`config.mk`:
```
export PLATFORM = sky130hd
export DESIGN_NAME = simon_display_mux_flat
export DESIGN_NICKNAME = d
export VERILOG_FILES = /design/src/rtl/simon_display_mux_if.sv /design/src/rtl/simon_display_mux.sv /design/src/flat_wrapper.sv
export SDC_FILE = /design/constraint.sdc
export NUM_CORES = 1
export LEC_CHECK = 0
export CAP_MARGIN = 20
export CORE_MARGIN = 2
export CORE_UTILIZATION = 45
export CTS_CLUSTER_DIAMETER = 80
export DETAILED_ROUTE_END_ITERATION = 7
export PLACE_DENSITY_LB_ADDON = 0.3
export SLEW_MARGIN = 15
export SYNTH_ARGS = -nofsm -noshare
export SYNTH_HDL_FRONTEND = slang
export SYNTH_SLANG_ARGS = --single-unit
```
`constraint.sdc`:
```
create_clock -name clk -period 2.42 [get_ports clk]
set_input_delay 0.242 -clock clk [delete_from_list [all_inputs] [get_ports clk]]
set_output_delay 0.242 -clock clk [all_outputs]
set_load 0.005 [all_outputs]
```
`src/rtl/simon_display_mux_if.sv`:
```
// rtl/simon_display_mux_if.sv - value load handshake between game core and display mux
//   value       : binary value to display
//   value_valid : one-cycle load strobe, accepted only while busy is low
//   busy        : conversion in progress
interface simon_display_mux_if #(
  parameter int VALUE_WIDTH = 7
);
  logic [VALUE_WIDTH-1:0] value;
  logic                   value_valid;
  logic                   busy;

  modport master (output value, output value_valid, input busy);
  modport slave  (input value, input value_valid, output busy);
endinterface

```
`src/rtl/simon_display_mux.sv`:
```
// rtl/simon_display_mux.sv - N-digit multiplexed 7-segment driver with sequential binary-to-BCD
//   clk, rst_n      : clock, asynchronous active-low reset
//   ticks_per_milli : scan period in clocks (0 behaves as 1)
//   bus (slave)     : value / value_valid / busy load handshake
//   blank           : force all digits off (registered)
//   segments_invert : combinational polarity flip of segments and segment_digits
//   segments        : a..g on bits 0..6
//   segment_digits  : one-hot digit enable, bit0 = least significant digit
//   Optional macro SIMON_DISPLAY_LZB_EN enables leading-zero blanking.
module simon_display_mux #(
  parameter int NUM_DIGITS  = 2,
  parameter int VALUE_WIDTH = 7,
  parameter int TICK_WIDTH  = 16
) (
  input  logic                  clk,
  input  logic                  rst_n,
  input  logic [TICK_WIDTH-1:0] ticks_per_milli,
  simon_display_mux_if.slave    bus,
  input  logic                  blank,
  input  logic                  segments_invert,
  output logic [6:0]            segments,
  output logic [NUM_DIGITS-1:0] segment_digits
);

  // Decimal digits needed to hold 2^w-1.
  function automatic int dec_digits(input int w);
    longint unsigned v;
    int n;
    v = (64'd1 << w) - 64'd1;
    n = 0;
    while (v != 0) begin
      v = v / 10;
      n++;
    end
    return n;
  endfunction

  function automatic logic [6:0] glyph(input logic [3:0] nib);
    case (nib)
      4'd0: glyph = 7'h3F;
      4'd1: glyph = 7'h06;
      4'd2: glyph = 7'h5B;
      4'd3: glyph = 7'h4F;
      4'd4: glyph = 7'h66;
      4'd5: glyph = 7'h6D;
      4'd6: glyph = 7'h7D;
      4'd7: glyph = 7'h07;
      4'd8: glyph = 7'h7F;
      4'd9: glyph = 7'h6F;
      default: glyph = 7'h00;
    endcase
  endfunction

  localparam int BCD_DIGITS = dec_digits(VALUE_WIDTH);
  // Scratch is never narrower than the display so the low-digit copy is always in range.
  localparam int SCR_DIGITS = (BCD_DIGITS > NUM_DIGITS) ? BCD_DIGITS : NUM_DIGITS;
  localparam int SW = 4 * SCR_DIGITS;
  localparam int DW = 4 * NUM_DIGITS;
  localparam int IW = (NUM_DIGITS > 1) ? $clog2(NUM_DIGITS) : 1;
  localparam int CW = $clog2(VALUE_WIDTH + 1);

  typedef enum logic [1:0] {IDLE, SHIFT, COMMIT} state_t;

  state_t                 state, state_nx;
  logic [VALUE_WIDTH-1:0] val_sr;
  logic [SW-1:0]          scratch, scratch_adj;
  logic [CW-1:0]          shift_cnt;
  logic [DW-1:0]          disp;
  logic                   overflow;

  logic [TICK_WIDTH-1:0]  ms_cnt, ms_last;
  logic                   wrap, dead;
  logic [IW-1:0]          idx;
  logic [3:0]             sel_nib;
  logic [6:0]             seg_nx, raw_seg;
  logic [NUM_DIGITS-1:0]  dig_nx, raw_dig;

  // ---------------- conversion FSM ----------------
  always_ff @(posedge clk or negedge rst_n) begin
    if (!rst_n) state <= IDLE;
    else        state <= state_nx;
  end

  always_comb begin
    state_nx = state;
    case (state)
      IDLE:    if (bus.value_valid) state_nx = SHIFT;
      SHIFT:   if (shift_cnt == CW'(1)) state_nx = COMMIT;
      COMMIT:  state_nx = IDLE;
      default: state_nx = IDLE;
    endcase
  end

  assign bus.busy = (state != IDLE);

  // Double-dabble correction: any nibble >= 5 would carry past 9 after the shift.
  always_comb begin
    scratch_adj = scratch;
    for (int i = 0; i < SCR_DIGITS; i++) begin
      if (scratch[4*i +: 4] >= 4'd5) scratch_adj[4*i +: 4] = scratch[4*i +: 4] + 4'd3;
    end
  end

  always_ff @(posedge clk or negedge rst_n) begin
    if (!rst_n) begin
      val_sr    <= '0;
      scratch   <= '0;
      shift_cnt <= '0;
      disp      <= '0;
      overflow  <= 1'b0;
    end else begin
      case (state)
        IDLE: if (bus.value_valid) begin
          val_sr    <= bus.value;
          scratch   <= '0;
          shift_cnt <= CW'(VALUE_WIDTH);
        end
        SHIFT: begin
          scratch   <= {scratch_adj[SW-2:0], val_sr[VALUE_WIDTH-1]};
          val_sr    <= val_sr << 1;
          shift_cnt <= shift_cnt - CW'(1);
        end
        COMMIT: begin
          // On overflow the previous display contents are kept; the dash overrides them.
          if (|(scratch >> DW)) begin
            overflow <= 1'b1;
          end else begin
            overflow <= 1'b0;
            disp     <= scratch[DW-1:0];
          end
        end
        default: ;
      endcase
    end
  end

  // ---------------- scanner ----------------
  // Compare against the live input so a period change applies at the next wrap,
  // and a counter already past the new limit wraps immediately.
  assign ms_last = (ticks_per_milli == '0) ? '0 : ticks_per_milli - TICK_WIDTH'(1);
  assign wrap    = (ms_cnt >= ms_last);

  always_ff @(posedge clk or negedge rst_n) begin
    if (!rst_n) begin
      ms_cnt <= '0;
      dead   <= 1'b1;
      idx    <= '0;
    end else begin
      ms_cnt <= wrap ? '0 : ms_cnt + TICK_WIDTH'(1);
      // The dead cycle takes priority so a period of 1 still yields active/dead alternation.
      if (dead) begin
        dead <= 1'b0;
        idx  <= (idx == IW'(NUM_DIGITS - 1)) ? '0 : idx + IW'(1);
      end else if (wrap) begin
        dead <= 1'b1;
      end
    end
  end

  assign sel_nib = disp[4*idx +: 4];

`ifdef SIMON_DISPLAY_LZB_EN
  logic [NUM_DIGITS-1:0] lz;
  logic                  above_zero;

  // lz[k]: nibble k and every higher nibble are zero.
  always_comb begin
    lz         = '0;
    above_zero = 1'b1;
    for (int k = NUM_DIGITS - 1; k >= 0; k--) begin
      above_zero = above_zero & (disp[4*k +: 4] == 4'd0);
      lz[k]      = above_zero;
    end
  end
`endif

  always_comb begin
    dig_nx = '0;
    seg_nx = '0;
    if (!dead && !blank) begin
      dig_nx = NUM_DIGITS'(1) << idx;
      if (overflow) seg_nx = 7'h40;
      else          seg_nx = glyph(sel_nib);
`ifdef SIMON_DISPLAY_LZB_EN
      if (!overflow && (idx != '0) && lz[idx]) seg_nx = 7'h00;
`endif
    end
  end

  always_ff @(posedge clk or negedge rst_n) begin
    if (!rst_n) begin
      raw_seg <= '0;
      raw_dig <= '0;
    end else begin
      raw_seg <= seg_nx;
      raw_dig <= dig_nx;
    end
  end

  assign segments       = raw_seg ^ {7{segments_invert}};
  assign segment_digits = raw_dig ^ {NUM_DIGITS{segments_invert}};

endmodule

```
`src/flat_wrapper.sv`:
```
// flat-port wrapper written by rule: the top's interface ports become plain ports
module simon_display_mux_flat 
#(
  parameter int NUM_DIGITS  = 2,
  parameter int VALUE_WIDTH = 7,
  parameter int TICK_WIDTH  = 16
)
  (clk, rst_n, ticks_per_milli, blank, segments_invert, segments, segment_digits, bus_value, bus_value_valid, bus_busy);
  simon_display_mux_if #(.VALUE_WIDTH(VALUE_WIDTH)) bus_i ();
  input  logic clk;
  input  logic rst_n;
  input  logic [TICK_WIDTH-1:0] ticks_per_milli;
  input  logic blank;
  input  logic segments_invert;
  output logic [6:0] segments;
  output logic [NUM_DIGITS-1:0] segment_digits;
  input wire logic [$bits(bus_i.value)-1:0] bus_value;
  input wire logic [$bits(bus_i.value_valid)-1:0] bus_value_valid;
  output wire logic [$bits(bus_i.busy)-1:0] bus_busy;
  assign bus_i.value = bus_value;
  assign bus_i.value_valid = bus_value_valid;
  assign bus_busy = bus_i.busy;
  simon_display_mux #(.NUM_DIGITS(NUM_DIGITS), .VALUE_WIDTH(VALUE_WIDTH), .TICK_WIDTH(TICK_WIDTH)) u_core (.clk(clk), .rst_n(rst_n), .ticks_per_milli(ticks_per_milli), .bus(bus_i), .blank(blank), .segments_invert(segments_invert), .segments(segments), .segment_digits(segment_digits));
endmodule
```
==> out/results.ini, run 1 <==
[floorplan]
core_um2=8134
start_util_pct=46.15
die_y_um=95.33
rows=33
die_area_um2=9088
ioPinCount=38
die_w_um=95.33

[critical_path]
end_kind=register
worstPathArrival_ns=2.70
rr_startpoint=u_core.ms_cnt[0]
r2r-end=u_core.ms_cnt[7]
reg2reg_slack_ns=0.27
reg2reg_depth=8
crit_fanout=8
cp.required_ns=2.67
startpoint_type=primary input
path_class=in2reg

[sta]
worst-slew-pin-transition_ns=0.9210
setup_viol=1
holdWs_ns=0.04005
clock.fmax_ghz=0.4079
setup_slack_ns=-0.03152
slew_headroom_pct=38.60
rsz0062_at_grt=yes
fin_crit_sh_pct=101.3
slew_violations=0
min_period_ns=2.452
skew_ns=0.009336
finalHoldViolations=0

[logic_synthesis]
synth_nets=456
synth_top_cell_by_area=dfrtp_1
syn_area_um2=3754
synth_edf_count=0
synth_seq_cells=60
synth_cell_types=48
synth_top_area_share_pct=39.33
syn_avg_cell_area_um2=9.503
synthTopCellsByArea=dfrtp_1 (39%), ha_1 (11%), xnor2_1 (4.7%)
postSynthCellCount=395
async_flop_share_pct=100.0
ys_seq_area_share_pct=40.03
ys.flop_type=dfrtp_1
synth-warning-count=0

[grt]
grt_first_pass_wirelength_um=13030
grt_max_degree=43
grt_overflow=0
track_usage_pct=18.10
antenna_found_initial=0
grt_pass1_vias=2951

[cells_and_area]
diodes=0
layout_commonest_cell=dfrtp_1
multi_input_area_um2=2407
seq_area_um2=1503
area_delta_synth_final_pct=36.20
final_nets=531
fill_cells=623
final_cell_mix=dfrtp_1 (59), nand2_1 (41), buf_4 (32)
drive_above_1_share_pct=25.26

[run_status]
status=complete, but fails checks
failed_checks=negative setup slack

[clock_network]
clk_pin_slew_ns=0.07
cts_root_buffer=clkbuf_8
cts_buffer_depth=2
cts_hold_buf=0
cts_tree=built
cts_buffers=9
cts.sinks=60
h-tree-depth=3
clk-insertion-delay-late_ns=0.33

[place]
dp_hpwl_um=5582
port_buffers=37
gp_congestion=0.8495

[power_and_ir_drop]
ir_drop_mv=0.5319
p_per_area_nw_per_um2=826.7
total_power_w=0.004226
power_leakage_nw=2.308

[route]
drc=0
via_per_inst=5.438
wl_per_cell_um=14.38
vias=3154
wirelength_um=8343
firstDrtPassIters=4
ant_nets=0
drt-initial-drc-count=132

[job]
cap_violations=0

[min_path]
min_path_type=in2async

## cell type report
cell class	count	area share, %
Tap cell	105	2.570
Timing Repair Buffer	80	15.22
Clock inverter	6	1.713
Sequential cell	60	29.39
Inverter	18	1.322
Multi-Input combinational cell	301	47.09
Clock buffer	10	2.692
## cells by family after synthesis
logic type	count (synthesis)	synth area share (%)
fa+ha+maj	33	11.00
mux	19	5.433
buf+inv	34	3.500
xor+xnor	38	8.867
simple gates	140	19.63
compound gates	71	11.53
flops	60	40.03
## how the worst max path moves through the flow
stage	cells after the start	end	slack, ns	start
after floorplan	11	u_core.ms_cnt[11]	-0.08	ticks_per_milli[2]
after global placement	10	u_core.dead	-0.55	ticks_per_milli[2]
after detailed placement	12	u_core.dead	-0.58	ticks_per_milli[0]
after CTS	11	u_core.dead	-0.03	ticks_per_milli[13]
after global routing	13	u_core.ms_cnt[7]	-0.12	ticks_per_milli[6]
final	14	u_core.ms_cnt[7]	-0.03	ticks_per_milli[1]
## synth_stat cells (all sizes together), types with 3 or more instances
cell type,number
a21oi,15
a31oi,3
a32o,4
buf,4
clkbuf,12
dfrtp,59
ha,33
inv,18
mux2,8
mux2i,11
nand2,43
nand2b,7
nand3,21
nand4,7
nor2,11
nor2b,4
nor3,23
nor4,8
o21ai,32
o31a,3
o31ai,7
xnor2,20
xor2,18
## power breakdown
group          internal [W]  switching, W
Sequential          0.00131      0.000285
Clock              0.000605      0.000390
Combinational      0.000791      0.000845
## metrics by stage
stage / TNS, ns / setup slack (ns) / instances / util, % / area [um2]
final: -0.03152 / -0.03152 / 580 / 62.85 / 5112
after global placement: -8.584 / -0.5470 / 554 / 55.44 / 4509
after global routing: -0.9031 / -0.1163 / 580 / 62.85 / 5112
after detailed placement: -9.656 / -0.5781 / 554 / 55.44 / 4509
after CTS: -0.1987 / -0.02929 / 573 / 59.47 / 4837
after floorplan: -0.7929 / -0.07992 / 395 / - / 3849
## routing by layer
| layer | vias to the layer above | wire, um | track usage [%] |
|---|---|---|---|
| met4 | 0 | 75 | 5.435 |
| met3 | 12 | 348 | 3.794 |
| met2 | 67 | 4270 | 30.46 |
| met1 | 1514 | 3649 | 23.48 |
| met5 | - | 0 | 0 |
| li1 | 1561 | - | - |
## state kept, by name (all words and copies together), names as in the netlist
| signal | flops |
|---|---|
| u_core.ms_cnt | 16 |
| u_core.scratch | 12 |
| u_core.disp | 8 |
| u_core.raw_seg | 7 |
| u_core.val_sr | 7 |
| u_core.shift_cnt | 3 |
| u_core.raw_dig | 2 |
| u_core.state | 2 |
| u_core.dead | 1 |
| u_core.idx | 1 |
| u_core.overflow | 1 |
## critical path, stage by stage
cell and delay, ns:
clkdlybuf4s15_1 0.19, buf_6 0.13, nor2_4 0.13, nand4_1 0.20, buf_6 0.20, o31a_1 0.27, o21ai_1 0.15, ha_1 0.27
nand4_1 0.15, buf_4 0.15, nor2_4 0.03, a21o_4 0.24, clkbuf_16 0.18, nor3_2 0.19
## timing repair
action,CTS,global route
endpoints found under the setup margin,17,17
setup buffers,2,6
pin swaps,8,25
gates resized for setup,35,58
gates cloned,1,2
Note: power is estimated with default switching activity, not from simulation.
==> run 2: changes to the inputs <==
--- a/config.mk
+++ b/config.mk
@@ -10,6 +10,7 @@
 export CORE_UTILIZATION = 45
 export CTS_CLUSTER_DIAMETER = 80
 export DETAILED_ROUTE_END_ITERATION = 7
+export HOLD_SLACK_MARGIN = 0.15
 export PLACE_DENSITY_LB_ADDON = 0.3
 export SLEW_MARGIN = 15
 export SYNTH_ARGS = -nofsm -noshare
==> run 2 against run 1 <==
The flow still finishes with violations (negative setup slack). Combinational power hardly changed. Register-to-register slack is essentially flat. Flip-flop and latch count unchanged. Worst hold slack better by 0.41 ns. Critical path depth stayed put. Die area is the same. Final cell count increased by 0.17%. First-iteration DRC count fell by 1.5%. Clock skew about the same.
==> out/results.ini, run 2 (same netlist as run 1, synthesis figures left out) <==
[critical_path]
worstPathArrival_ns=2.71
cp.required_ns=2.67
cp_top_family=buffers and inverters
cp_slowest_stage_delay_ns=0.27
end_kind=register
path_class=in2reg
path_cells=clkdlybuf4s15_1 -> buf_6 -> nor2_4 -> nand4_1 -> buf_6 -> o31a_1 -> o21ai_1 -> ha_1 -> nand4_1 -> buf_4 -> nor2_4 -> a21o_4 -> clkbuf_16 -> nor3_2
startpoint_type=primary input
critical_path_buf_inv_count=5
slowest_stage=o31a_1
crit_fanout=8

[floorplan]
die_y_um=95.33
start_util_pct=46.15
rows=33
ioPinCount=38
die_w_um=95.33
core_um2=8134
die_area_um2=9088

[clock_network]
cts_tree=built
clk-insertion-delay-late_ns=0.33
cts_root_buffer=clkbuf_8
cts_buffers=9
cts_buffer_depth=2
clk_pin_slew_ns=0.07
h-tree-depth=3
cts.sinks=60

[run_status]
failed_checks=negative setup slack
status=complete, but fails checks

[cells_and_area]
design_area_um2=5122
area_delta_synth_final_pct=36.47
final_cell_mix=dfrtp_1 (59), nand2_1 (41), buf_4 (32)
fill_cells=625
largest_reg_flops=16
layout_commonest_cell=dfrtp_1
final_nets=532
drive_above_1_share_pct=25.21
diodes=0
top_regs=u_core.ms_cnt: 16 flops, u_core.scratch: 12 flops, u_core.disp: 8 flops
top_register=u_core.ms_cnt

[place]
port_buffers=37
dpl-instance-area_um2=4509
dp_hpwl_um=5582
place_ws_ns=-0.5781
gp_congestion=0.8495

[sta]
worst-slew-pin-transition_ns=0.9211
slew_violations=0
skew_ns=0.009337
fin_crit_sh_pct=101.5
setup_viol=1
slew_headroom_pct=38.60
setup_slack_ns=-0.03568
clock.fmax_ghz=0.4072
finalHoldViolations=0
min_period_ns=2.456
rsz0062_at_grt=yes

[grt]
antenna_found_initial=0
grt_max_degree=43
grt_first_pass_wirelength_um=13030
grt_pass1_vias=2951
grt_overflow=0
track_usage_pct=18.10

[route]
wirelength_um=8355
wl_per_cell_um=14.38
drt-initial-drc-count=130
vias=3171
drc=0
firstDrtPassIters=4
via_per_inst=5.458
ant_nets=0

[power_and_ir_drop]
p_per_area_nw_per_um2=825.3
power_leakage_nw=2.312
ir_drop_mv=0.5318

[job]
cap_violations=0

[min_path]
min_path_type=in2reg

-- run 2: changes by cell type in the layout (fill, tap and decap cells not counted), sizes merged --
cell	change
dlygate4sd3	+1
-- run 2: what timing repair did --
action	in CTS	in global routing
setup endpoints to repair	17	17
pin swaps	8	25
gates resized for setup	35	58
hold buffers	1	0
endpoints found under the hold margin	39	0
gates cloned	1	2
buffers inserted	2	6
-- run 2: cell type report --
type                       instances  area, um2  share of cell area [%]
tap                              105      131.4                   2.565
sequential                        60       1503                   29.34
multi-input combinational        301       2407                   47.00
timing repair buffer              81      788.3                   15.39
clock inverter                     6      87.58                   1.710
clock buffer                      10      137.6                   2.687
inverter                          18      67.56                   1.319
-- run 2: routing by layer --
| layer | share of wire (%) | wire length [um] | GRT usage [%] |
|---|---|---|---|
| met5 | 0 | 0 | 0 |
| met1 | 44 | 3644 | 23.53 |
| met4 | 0.95 | 79 | 5.435 |
| met3 | 4.2 | 352 | 3.715 |
| met2 | 51 | 4279 | 30.46 |
-- run 2: path summary, 6_finish.rpt --
kind	startpoint	cells past startpoint	slack, ns	end
min in group asynchronous	rst_n	2	0.59	u_core.raw_dig[1]
min reg2reg	u_core.val_sr[6]	2	0.47	u_core.scratch[0]
min	bus_value[0]	3	0.45	u_core.val_sr[0]
max reg2reg	u_core.ms_cnt[0]	8	0.27	u_core.ms_cnt[7]
max	ticks_per_milli[1]	14	-0.04	u_core.ms_cnt[7]
max in group asynchronous	rst_n	3	1.13	u_core.scratch[7]
-- run 2: tightest hold or removal path, cell delays in order --
cell,delay (ns)
clkdlybuf4s50_1,0.39
inv_1,0.04
o21ai_0,0.07
-- run 2: through the flow --
step / hold WS, ns / TNS (ns) / power [W] / instances / util [%]
after global routing: 0.4637 / -0.9031 / 0.004578 / 581 / 62.97
after CTS: 0.4436 / -0.1987 / 0.004195 / 574 / 59.59
after detailed placement: 0.4291 / -9.656 / 0.003180 / 554 / 55.44
after floorplan: -0.05359 / -0.7929 / 0.002646 / 395 / -
final: 0.4532 / -0.03568 / 0.004228 / 581 / 62.97
after global placement: 0.4138 / -8.584 / 0.003104 / 554 / 55.44
-- run 2: power breakdown --
part           switching [W]  internal [W]  total (W)  leakage (nW)
Combinational       0.000845      0.000792    0.00164          1.43
Sequential          0.000285       0.00131    0.00160         0.780
Clock               0.000390      0.000605   0.000995         0.105
